### config.mk
export PLATFORM = sky130hd
export DESIGN_NAME = scan_clkgen_mp
export DESIGN_NICKNAME = d
export VERILOG_FILES = /design/src/rtl/scan_clkgen_mp.sv
export SDC_FILE = /design/constraint.sdc
export NUM_CORES = 1
export LEC_CHECK = 0
export BUFFER_PORTS_ARGS = -buffer_cell sky130_fd_sc_hd__buf_2
export CAP_MARGIN = 20
export CORE_MARGIN = 3
export CORE_UTILIZATION = 55
export DETAILED_ROUTE_END_ITERATION = 8
export GPL_TIMING_DRIVEN = 0
export PLACE_DENSITY = 0.78
export SYNTH_ARGS = -nofsm -noshare
export SYNTH_HDL_FRONTEND = slang
export SYNTH_SLANG_ARGS = --single-unit
### constraint.sdc
create_clock -name RefClk -period 4.5 [get_ports RefClk]
set_input_delay 1.125 -clock RefClk [delete_from_list [all_inputs] [get_ports RefClk]]
set_output_delay 1.125 -clock RefClk [all_outputs]
set_load 0.01 [all_outputs]
### src/rtl/scan_clkgen_mp.sv
// Multi-phase programmable scan clock generator: divides RefClk by a latched ratio and
// emits NUM_PHASES registered scan clocks in free-run or counted-burst mode.
module scan_clkgen_mp #(
    parameter int unsigned NUM_PHASES = 2,
    parameter int unsigned DIV_W      = 4,
    parameter int unsigned CNT_W      = 16
) (
    input  logic                        RefClk,
    input  logic                        Reset,
    input  logic                        ClkEn,
    input  logic                        Mode,
    input  logic                        Start,
    input  logic                        Abort,
    input  logic [DIV_W-1:0]            DivRatio,
    input  logic [DIV_W-1:0]            HighLen,
    input  logic [NUM_PHASES*DIV_W-1:0] PhaseOffset,
    input  logic [CNT_W-1:0]            BurstLen,
    output logic [NUM_PHASES-1:0]       SClk,
    output logic                        Busy,
    output logic                        Done,
    output logic                        PeriodStrobe
);

    typedef enum logic {StIdle, StRun} state_e;

    state_e                 r_state, w_state_d;
    logic [DIV_W-1:0]       r_phase_cnt, w_phase_cnt_d;
    logic [CNT_W-1:0]       r_per_cnt, w_per_cnt_d;
    logic [DIV_W-1:0]       r_div_l, r_high_l;
    logic [DIV_W-1:0]       r_off_l [NUM_PHASES];
    logic [CNT_W-1:0]       r_burst_l;
    logic [NUM_PHASES-1:0]  r_sclk, w_sclk_d;
    logic                   r_busy, r_done, r_strobe;
    logic                   w_done_d, w_strobe_d, w_start, w_run_d, w_boundary, w_exit;

    logic [DIV_W-1:0]       w_div_s, w_high_s;
    logic [DIV_W-1:0]       w_off_s [NUM_PHASES];
    logic [CNT_W-1:0]       w_burst_s;
    logic [DIV_W-1:0]       w_div_n, w_high_n;
    logic [DIV_W-1:0]       w_off_n [NUM_PHASES];
    logic [DIV_W:0]         w_dist  [NUM_PHASES];

    // Sanitised view of the raw configuration inputs, used only at the start edge.
    always_comb begin
        w_div_s  = (DivRatio < DIV_W'(2)) ? DIV_W'(2) : DivRatio;
        w_high_s = (HighLen == '0) ? DIV_W'(1) : HighLen;
        if (w_high_s > w_div_s - DIV_W'(1)) begin
            w_high_s = w_div_s - DIV_W'(1);
        end
        for (int k = 0; k < NUM_PHASES; k++) begin
            w_off_s[k] = (PhaseOffset[k*DIV_W +: DIV_W] >= w_div_s) ? '0
                                                                    : PhaseOffset[k*DIV_W +: DIV_W];
        end
        w_burst_s = (BurstLen == '0) ? CNT_W'(1) : BurstLen;
    end

    always_comb begin
        w_state_d     = r_state;
        w_phase_cnt_d = r_phase_cnt;
        w_per_cnt_d   = r_per_cnt;
        w_done_d      = 1'b0;
        w_start       = 1'b0;
        w_boundary    = (r_state == StRun) && (r_phase_cnt == r_div_l - DIV_W'(1));
        w_exit        = Abort || (!Mode && !ClkEn) ||
                        (Mode && (r_per_cnt == r_burst_l - CNT_W'(1)));
        unique case (r_state)
            StIdle: begin
                // A Start coinciding with the Done pulse belongs to the finished burst.
                if ((!Mode && ClkEn) || (Mode && Start && !r_done)) begin
                    w_start       = 1'b1;
                    w_state_d     = StRun;
                    w_phase_cnt_d = '0;
                    w_per_cnt_d   = '0;
                end
            end
            StRun: begin
                if (w_boundary) begin
                    w_phase_cnt_d = '0;
                    if (w_exit) begin
                        w_state_d   = StIdle;
                        w_done_d    = Mode;
                        w_per_cnt_d = '0;
                    end else begin
                        w_per_cnt_d = r_per_cnt + CNT_W'(1);
                    end
                end else begin
                    w_phase_cnt_d = r_phase_cnt + DIV_W'(1);
                end
            end
            default: w_state_d = StIdle;
        endcase
    end

    // Outputs are computed for the next cycle so they line up with the registered count.
    always_comb begin
        w_run_d  = (w_state_d == StRun);
        w_div_n  = w_start ? w_div_s  : r_div_l;
        w_high_n = w_start ? w_high_s : r_high_l;
        for (int k = 0; k < NUM_PHASES; k++) begin
            w_off_n[k] = w_start ? w_off_s[k] : r_off_l[k];
            if (w_phase_cnt_d >= w_off_n[k]) begin
                w_dist[k] = {1'b0, w_phase_cnt_d} - {1'b0, w_off_n[k]};
            end else begin
                w_dist[k] = {1'b0, w_phase_cnt_d} + {1'b0, w_div_n} - {1'b0, w_off_n[k]};
            end
            w_sclk_d[k] = w_run_d && (w_dist[k] < {1'b0, w_high_n});
        end
        w_strobe_d = w_run_d && (w_phase_cnt_d == w_div_n - DIV_W'(1));
    end

    always_ff @(posedge RefClk or posedge Reset) begin
        if (Reset) begin
            r_state     <= StIdle;
            r_phase_cnt <= '0;
            r_per_cnt   <= '0;
            r_div_l     <= DIV_W'(2);
            r_high_l    <= DIV_W'(1);
            r_burst_l   <= CNT_W'(1);
            for (int k = 0; k < NUM_PHASES; k++) begin
                r_off_l[k] <= '0;
            end
            r_sclk      <= '0;
            r_busy      <= 1'b0;
            r_done      <= 1'b0;
            r_strobe    <= 1'b0;
        end else begin
            r_state     <= w_state_d;
            r_phase_cnt <= w_phase_cnt_d;
            r_per_cnt   <= w_per_cnt_d;
            if (w_start) begin
                r_div_l   <= w_div_s;
                r_high_l  <= w_high_s;
                r_burst_l <= w_burst_s;
                for (int k = 0; k < NUM_PHASES; k++) begin
                    r_off_l[k] <= w_off_s[k];
                end
            end
            r_sclk      <= w_sclk_d;
            r_busy      <= w_run_d;
            r_done      <= w_done_d;
            r_strobe    <= w_strobe_d;
        end
    end

    assign SClk         = r_sclk;
    assign Busy         = r_busy;
    assign Done         = r_done;
    assign PeriodStrobe = r_strobe;

endmodule
==> results of run 1 <==
==> cell usage after synthesis, types with 3 or more instances <==
cell,number
xor2_1,24
nand3_1,10
o41ai_1,3
and3_1,8
a22o_1,4
nand4_1,10
ha_1,44
nor3_1,20
o21a_1,3
inv_1,42
nand2_1,72
a41oi_1,6
or2_2,3
fa_1,5
buf_1,3
a211oi_1,9
a21oi_1,24
mux2i_1,5
xnor2_1,20
a31oi_1,17
nor4_1,6
nor2b_1,7
nor2_1,21
o21ai_0,21
nand3b_1,6
clkbuf_1,17
nand2b_1,6
dfstp_2,3
mux2_2,3
a21boi_0,3
a22oi_1,6
dfrtp_1,54
a21o_1,11
==> cells by family after synthesis <==
kind of cell    count (synthesis)
flops                          57
compound gates                126
buf+inv                        65
fa+ha+maj                      49
simple gates                  184
mux                             8
xor+xnor                       46
==> metrics by stage <==
stage	std cells	hold WS (ps)
final	757	526.6
after global routing	757	520.9
after CTS	715	497.7
after detailed placement	683	484.9
after global placement	682	458.5
after floorplan	535	445.2
==> final cells by class <==
| class | instances | area [µm²] | area share, % |
|---|---|---|---|
| Sequential cell | 57 | 1430 | 23.69 |
| Tap cell | 105 | 131.4 | 2.176 |
| Buffer | 23 | 143.9 | 2.383 |
| Inverter | 42 | 157.7 | 2.611 |
| Timing Repair Buffer | 102 | 715.7 | 11.85 |
| Clock buffer | 15 | 176.4 | 2.922 |
| Multi-Input combinational cell | 413 | 3282 | 54.36 |
==> state kept, by name, summed over array words and instances, names as in the netlist <==
signal	flops
r_div_l	4
r_per_cnt	16
r_burst_l	16
SClk	2
Busy	1
r_high_l	4
r_off_l	8
r_phase_cnt	4
PeriodStrobe	1
Done	1
==> worst max-delay path: stages <==
cell and delay [ps]:
buf_8 90, o31a_1 330, buf_6 140, ha_4 210
nand2b_4 140, a21o_1 160, a21o_1 180, a211oi_4 250
a22o_1 270, ha_4 240, nand2b_4 140, a21oi_2 130
nor2b_1 60, o21ai_2 200, nor2b_4 250, nor2_2 70
a21oi_2 120, ha_1 250, a21o_1 190, a21oi_2 170
o41ai_2 100, a211o_1 310, a211oi_2 190
==> per-layer routing <==
| metal | global-route usage [%] | up-vias |
|---|---|---|
| li1 | - | 2149 |
| met1 | 32.33 | 2282 |
| met2 | 48.48 | 206 |
| met3 | 4.500 | 56 |
| met4 | 11.76 | 0 |
| met5 | 0 | - |
==> how the worst max path moves through the flow <==
stage,from,to
2_1_floorplan,DivRatio[1],SClk[0]
3_3_place_gp,Mode,SClk[1]
3_5_place_dp,Mode,SClk[1]
4_1_cts,DivRatio[1],SClk[0]
5_1_grt,DivRatio[2],SClk[0]
6_report,DivRatio[2],SClk[1]
==> what timing repair did <==
action,4_1_cts,5_1_grt
pin swaps,21,49
resized for setup,30,46
endpoints found under the setup margin,2,2
buffers inserted,17,42
==> metrics.md, run 1 <==
| Metric | Value |
|---|---|
| Status | `finished, violations left` |
| Failing checks | `setup timing` |
| Worst Clk Skew | `10.09 ps` |
| Worst Hold Launch | `r_high_l[3]` |
| Vias in the first global route | `4,445` |
| ANT nets after route | `0` |
| DP Worst Slack | `-1175 ps` |
| Count of cell types in the netlist | `63` |
| Largest net degree at the start of global routing | `33` |
| Simple-gate portion of the synthesized area | `20.15%` |
| Post-synthesis register bit count | `57` |
| Metal-1 WL | `5714 µm` |
| DP HPWL | `9443 µm` |
| Vias per inst | `6.199` |
| Width of the die | `98.27 µm` |
| Worst r2r path cells | `23` |
| Ports | `43` |
| Synth Area in Adders | `13.90%` |
| Worst Path Arrival | `5340 ps` |
| Post-route cell area | `6037 µm²` |
| Initial antenna violation count | `0` |
| Placed instance area | `5096 µm²` |
| Worst setup path category | `input port to register` |
| Critical Path Sink Type | `register` |
| Unrepaired setup endpoints after global routing | `true` |
| Final WL | `14,670 µm` |
| Initial core utilization | `56.70%` |
| Leading area contributor after synthesis | `dfrtp_1` |
| Number of H-tree branching levels | `3` |
| Fin util | `73.11%` |
| Slew @ Worst Pin | `784.3 ps` |
| Clock Tree Root | `clkbuf_8` |
| Diodes inserted | `0` |
| Maximum clock frequency | `197.0 MHz` |
| DRC viols | `0` |
| Fraction of layout cells with a size suffix above 1 | `28.83%` |
| GP Congestion | `0.8817` |
| Average size of a mapped cell | `8.751 µm²` |
| Yosys top cell area share | `28.86%` |
| YS warnings | `0` |
| Final hold vios | `0` |
| Crit start category | `input port` |
| Compound-Gate Fraction of Synth Area | `18.87%` |
| Ys async rst share | `100.0%` |
| Max Slew Vio Count | `0` |
| Max-cap violations | `0` |
| Most frequent cells in the layout | `nand2_1, buf_4, dfrtp_1` |
| Clk_lat worst skew | `350 ps` |
| Tmin final | `5076 ps` |
| DRT iter0 DRCs | `319` |
| Worst R2R Setup Slack | `-420 ps` |
| Highest Signal Layer | `met4` |
| Clk sink count | `57` |
| Cts bufs inserted | `9` |
| Max_slew headroom | `47.52%` |
| Final worst-path cycle share | `112.8%` |
| Met2 Wirelength | `7487 µm` |
| Mapped Cells | `535` |
| Clock Pin Slew Worst Setup and Hold Paths | `70 ps` |
| Pre-antenna DRT Iters | `7` |
| Main combinational cell family by area after synthesis | `simple AND/OR/NAND/NOR gates` |
| Sequential area share after synthesis | `30.55%` |
| CTS tree | `built` |
| FF-to-FF Start | `r_div_l[1]` |
| GRT overflow | `0` |
| Mux cell area share after synthesis | `1.790%` |
| Mapped Area | `4682 µm²` |
| XOR/XNOR Fraction of Synth Area | `9.193%` |
| DR vias | `4,693` |
| Required @ worst endpoint | `4770 ps` |
| Capturing point of the worst reg2reg path | `SClk[1]` |
| Synth area leaders | `dfrtp_1, ha_1, nand2_1` |
| Clk buf depth | `2` |
| Crit path max fanout | `4` |
| Routed wl met3 | `855 µm` |
| Total track usage | `27.23%` |
| Area delta synth->final | `28.94%` |
| Setup_tns | `-1110 ps` |
| Commonest non-fill, non-tap cell in the layout | `nand2_1` |
| Global-route wire length before repair | `21,230 µm` |
| Die area | `9656 µm²` |
| Wire length per cell | `19.38 µm` |
| Final worst slack | `-576.2 ps` |
| Nets | `735` |
| Hold_buf cts | `0` |
| Core area | `8258 µm²` |
| Row cnt | `33` |
| Port Buffers | `42` |
| HP Class | `register to register` |
| WHS Endpoint | `r_high_l[3]` |
| Die Ht | `98.27 µm` |
| Syn Nets | `622` |
| Hold path depth | `1` |
| Final setup vio count | `2` |
| Fill cells | `580` |
| Top_reg_cell synth | `dfrtp_1` |
| Post-synth EDFFs | `0` |
Power of run 1 is not shown: default switching activity piles up to over one toggle a cycle in this logic, so the estimate is an artifact.
==> run 2: changes to the inputs <==
Settings changed: BUFFER_PORTS_ARGS -buffer_cell sky130_fd_sc_hd__buf_2 to -buffer_cell sky130_fd_sc_hd__buf_4.
==> metrics.md, run 2 (synthesis results as in run 1) <==
| Metric | Value |
|---|---|
| Capturing point of the worst reg2reg path | `SClk[1]` |
| Maximum clock frequency | `199.3 MHz (+1.2%)` |
| Failing checks | `setup timing` |
| Max-cap violations | `0 (unchanged)` |
| Total track usage | `27.12% (-0.12 points)` |
| Final setup vio count | `2 (unchanged)` |
| Worst Setup SP | `Mode` |
| Fin util | `71.14% (-2.0 points)` |
| Crit start category | `input port` |
| Hold path depth | `1 (unchanged)` |
| Status | `finished, violations left` |
| HP Class | `register to register` |
| Clock Pin Slew Worst Setup and Hold Paths | `70 ps (about the same)` |
| CP Cell Sequence | `buf_4 -> and3b_1 -> o21bai_4 -> inv_2 -> clkbuf_4 -> a21boi_2 -> inv_1 -> ha_2 -> inv_1 -> fa_2 -> buf_4 -> fa_1 -> xor2_1 -> a21oi_2 -> ha_1 -> a21o_1 -> a21oi_2 -> o41ai_2 -> a211o_1 -> a211oi_2` |
| Wire length per cell | `18.29 µm (-5.6%)` |
| DRT iter0 DRCs | `197 (-38%)` |
| Ports | `43 (unchanged)` |
| DRC viols | `0 (unchanged)` |
| Tmin final | `5017 ps (-59.16 ps)` |
| DP HPWL | `9518 µm (+0.79%)` |
| Global-route wire length before repair | `21,220 µm (about the same)` |
| Nets | `707 (-3.8%)` |
| Fill cells | `622 (+7.2%)` |
| Max Slew Vio Count | `0 (unchanged)` |
| Final WL | `13,350 µm (-9.0%)` |
| Width of the die | `98.27 µm (unchanged)` |
| Die area | `9656 µm² (unchanged)` |
| Pre-antenna DRT Iters | `5 (-2)` |
| Final worst-path cycle share | `111.5% (-1.3 points)` |
| Number of H-tree branching levels | `3 (unchanged)` |
| Required @ worst endpoint | `4750 ps (-20 ps)` |
| DR vias | `4,445 (-5.3%)` |
| Final worst slack | `-517.0 ps (+59.16 ps)` |
| Port Buffers | `42 (unchanged)` |
| Commonest non-fill, non-tap cell in the layout | `nand2_1` |
| DP Worst Slack | `-1317 ps (-142.3 ps)` |
| Final hold vios | `0 (unchanged)` |
| Vias in the first global route | `4,461 (+0.36%)` |
| Area delta synth->final | `25.47%` |
| Crit path max fanout | `10 (+6)` |
| Row cnt | `33 (unchanged)` |
| Worst R2R Setup Slack | `-510 ps (-90 ps)` |
| Critical-path top delay cell | `fa_1` |
| Crit path to | `SClk[1]` |
| Largest net degree at the start of global routing | `32 (-3.0%)` |
| Initial core utilization | `56.70% (unchanged)` |
| Clock Tree Root | `clkbuf_8` |
| Max stage delay on crit path | `460 ps (+130 ps)` |
| GRT overflow | `0 (unchanged)` |
| Clk buf depth | `2 (unchanged)` |
| Sequential cell area | `1430 µm² (unchanged)` |
| CTS tree | `built` |
| Max_slew headroom | `51.25% (+3.7 points)` |
| Multi-input logic area | `3241 µm² (-1.3%)` |
| ANT nets after route | `0 (unchanged)` |
| Initial antenna violation count | `0 (unchanged)` |
| Hold_buf cts | `0 (unchanged)` |
| Clk sink count | `57 (unchanged)` |
| GP Congestion | `0.9289 (+5.4%)` |
| Largest registers | `r_burst_l x16, r_per_cnt x16, r_off_l x8` |
| Fraction of layout cells with a size suffix above 1 | `24.48% (-4.4 points)` |
| Worst Clk Skew | `5.941 ps (-4.145 ps)` |
| Clk_lat worst skew | `340 ps (about the same)` |
| FF-to-FF Start | `r_div_l[1]` |
| Slew @ Worst Pin | `728.6 ps (-55.73 ps)` |
| Worst Path Arrival | `5260 ps (-80 ps)` |
| Vias per inst | `6.089 (-1.8%)` |
| Die Ht | `98.27 µm (unchanged)` |
| Cts bufs inserted | `9 (unchanged)` |
| Worst setup path category | `input port to register` |
| Diodes inserted | `0 (unchanged)` |
| Worst r2r path cells | `21 (-8.7%)` |
| Critical Path Sink Type | `register` |
| Core area | `8258 µm² (unchanged)` |
| Most frequent cells in the layout | `nand2_1, buf_4, dfrtp_1` |
| Unrepaired setup endpoints after global routing | `true` |
[run 2: cell types whose count changed in the layout (fill, tap and decap cells not counted), sizes merged]
cell,change
buf,-29
clkbuf,-1
clkinv,+2
bufinv,+1
[run 2: layer usage]
layer | vias to the layer above | track usage, % | share of wire, %
li1 | 2086 | - | -
met2 | 153 | 47.07 | 52
met4 | 0 | 13.13 | 4.0
met3 | 53 | 4.714 | 4.6
met5 | - | 0 | 0
met1 | 2153 | 32.50 | 40
[run 2: how the worst min path moves through the flow]
stage / slack (ps) / end / startpoint
finish: 510 / r_high_l[1] / r_high_l[1]
global route: 540 / r_high_l[3] / r_high_l[3]
CTS: 500 / r_high_l[3] / r_high_l[3]
detailed placement: 480 / r_high_l[3] / r_high_l[3]
global placement: 460 / r_high_l[3] / r_high_l[3]
floorplan: 450 / r_high_l[3] / r_high_l[3]
[run 2: through the flow]
step,hold slack (ps),TNS [ps],cell area (µm²),instances
floorplan,445.2,-654.4,4735,535
global placement,458.8,-2370,5181,682
detailed placement,482.6,-2545,5201,683
CTS,497.3,-826.2,5652,717
global route,537.2,-1335,5874,730
finish,510.3,-987.9,5874,730
[run 2: what timing repair did]
| action | CTS | global route |
|---|---|---|
| setup endpoints to repair | 2 | 2 |
| pin swaps | 13 | 34 |
| gates cloned | 0 | 0 |
| gates resized for setup | 32 | 23 |
| buffers inserted | 18 | 14 |
[run 2: worst max-delay path: cells and delay by family]
kind | cells | cell delay [ps]
AND/OR/NAND/NOR | 1 | 220
buffers and inverters | 6 | 770
XOR/XNOR | 1 | 260
adder cells (fa/ha/maj) | 4 | 1400
AO/OA/AOI/OAI | 8 | 1470
[run 2: layout make-up]
| class | instances | area share, % |
|---|---|---|
| multi-input cells | 413 | 55.17 |
| clock inverters | 3 | 0.6816 |
| plain buffers | 22 | 2.109 |
| clock buffers | 13 | 2.535 |
| flip-flops and latches | 57 | 24.35 |
| inverters | 42 | 2.684 |
| repair buffers | 75 | 10.24 |
| well taps | 105 | 2.236 |
Power of run 2 is left out for the same reason.
==> run 3: changes to the inputs <==
Settings changed: CORE_ASPECT_RATIO set to 0.8.
==> metrics.md, run 3 (synthesis results as in run 1) <==
| Metric | Value |
|---|---|
| Die area | `9663 µm² (about the same)` |
| Worst Clk Skew | `16.94 ps (+11.00 ps)` |
| DR vias | `4,525 (+1.8%)` |
| DRT iter0 DRCs | `389 (+97%)` |
| Pre-antenna DRT Iters | `5 (unchanged)` |
| Clock Tree Root | `clkbuf_8` |
| Hold path depth | `1 (unchanged)` |
| Initial antenna violation count | `0 (unchanged)` |
| Vias per inst | `6.115 (+0.42%)` |
| Ports | `43 (unchanged)` |
| Port Buffers | `42 (unchanged)` |
| Max_slew headroom | `49.90% (-1.3 points)` |
| Sequential cell area | `1430 µm² (unchanged)` |
| Number of H-tree branching levels | `3 (unchanged)` |
| DRC viols | `0 (unchanged)` |
| Nets | `715 (+1.1%)` |
| Global-route wire length before repair | `20,490 µm (-3.5%)` |
| Final worst-path cycle share | `116.1% (+4.6 points)` |
| Cts bufs inserted | `9 (unchanged)` |
| Area delta synth->final | `28.11%` |
| Worst R2R Setup Slack | `-720 ps (-210 ps)` |
| Crit path max fanout | `4 (-6)` |
| Total track usage | `27.59% (+0.48 points)` |
| Final setup vio count | `2 (unchanged)` |
| GRT overflow | `0 (unchanged)` |
| Crit start category | `register` |
| Critical Path Sink Type | `register` |
| Maximum clock frequency | `191.4 MHz (-4.0%)` |
| Fill cells | `554 (-11%)` |
| Initial core utilization | `57.86% (+1.2 points)` |
| Worst Hold Launch | `r_high_l[3]` |
| Clk_lat worst skew | `350 ps (about the same)` |
| Clk sink count | `57 (unchanged)` |
| Multi-input logic area | `3256 µm² (+0.46%)` |
| Max Slew Vio Count | `0 (unchanged)` |
| Core area | `8092 µm² (-2.0%)` |
| GP Congestion | `0.9229 (-0.65%)` |
| Worst r2r path cells | `21 (unchanged)` |
| Capturing point of the worst reg2reg path | `SClk[1]` |
| FF-to-FF Start | `r_div_l[1]` |
| Row cnt | `29 (-12%)` |
| DP HPWL | `9137 µm (-4.0%)` |
| Final hold vios | `0 (unchanged)` |
| Worst Path Arrival | `5470 ps (+210 ps)` |
| Post-route cell area | `5998 µm² (+2.1%)` |
| Die Ht | `88.53 µm (-9.9%)` |
| Slew @ Worst Pin | `748.7 ps (+20.10 ps)` |
| Largest net degree at the start of global routing | `38 (+19%)` |
| Fraction of layout cells with a size suffix above 1 | `26.27% (+1.8 points)` |
| Vias in the first global route | `4,042 (-9.4%)` |
| Width of the die | `109.2 µm (+11%)` |
| Unrepaired setup endpoints after global routing | `true` |
| WHS Endpoint | `r_high_l[3]` |
| Worst setup path category | `register to register` |
| CTS tree | `built` |
| Clk buf depth | `2 (unchanged)` |
| Hold_buf cts | `0 (unchanged)` |
| Failing checks | `setup timing` |
| ANT nets after route | `0 (unchanged)` |
| Final worst slack | `-724.5 ps (-207.5 ps)` |
| Clock Pin Slew Worst Setup and Hold Paths | `70 ps (about the same)` |
| Final WL | `13,470 µm (+0.88%)` |
| Required @ worst endpoint | `4740 ps (about the same)` |
| Commonest non-fill, non-tap cell in the layout | `buf_4` |
| Tmin final | `5225 ps (+207.5 ps)` |
| Diodes inserted | `0 (unchanged)` |
| Placed instance area | `5205 µm² (about the same)` |
| Most frequent cells in the layout | `buf_4, nand2_1, dfrtp_1` |
| Max-cap violations | `0 (unchanged)` |
| Status | `finished, violations left` |
| Wire length per cell | `18.20 µm (-0.48%)` |
| HP Class | `register to register` |
| Largest registers | `r_burst_l x16, r_per_cnt x16, r_off_l x8` |
## run 3: changes by cell type in the layout (fill, tap and decap cells not counted), sizes merged
cell and delta:
bufinv +1, clkinvlp +1, clkbuf -5, clkinv -1
buf +11
## run 3: through the flow
step,instances,TNS [ps],util [%],setup WS (ps),hold WS [ps]
after floorplan,535,-654.4,-,-365.5,445.2
after global placement,685,-2458,64.08,-1229,459.4
after detailed placement,686,-2599,64.33,-1319,480.3
after CTS,711,-1142,69.55,-572.0,496.4
after global routing,740,-1601,74.13,-807.2,519.7
final,740,-1333,74.13,-724.5,495.8
## run 3: worst max-delay path by stage
stage / cells past startpoint / from / slack (ps) / endpoint
after global placement: 20 / Mode / -1230 / SClk[1]
after floorplan: 22 / DivRatio[1] / -370 / SClk[0]
after global routing: 23 / DivRatio[2] / -810 / SClk[0]
after detailed placement: 20 / Mode / -1320 / SClk[1]
after CTS: 23 / DivRatio[1] / -570 / SClk[0]
final: 21 / r_div_l[1] / -720 / SClk[1]
## run 3: cell type report
class	count	share of cell area, %
Buffer	23	2.336
Clock buffer	11	2.524
Clock inverter	4	1.272
Inverter	42	2.628
Multi-Input combinational cell	413	54.28
Sequential cell	57	23.84
Tap cell	108	2.253
Timing Repair Buffer	82	10.87
## run 3: repair_timing
item	CTS	global route
pin swaps	18	40
setup buffers	10	29
resized for setup	30	37
setup endpoints to repair	2	2
## run 3: metal layers
metal	vias to the layer above	track usage, %	share of wire (%)
met5	-	0	0
met4	0	7.110	2.1
met3	33	4.303	9.3
met2	246	41.08	44
met1	2146	41.90	45
li1	2100	-	-
## run 3: critical path, cell delays in order (launching register included)
cell,delay (ps)
dfstp_2,550
inv_1,50
ha_1,180
xnor3_1,280
nand4_1,200
or2_4,330
buf_4,160
a32oi_4,230
inv_1,200
ha_1,310
nand2_1,40
o21ai_0,210
xor2_1,330
ha_1,320
xnor2_1,160
o22ai_1,300
a21oi_2,110
ha_1,340
a21oi_2,170
o41ai_2,100
a211o_1,290
a211oi_2,250
Power of run 3 is left out for the same reason.
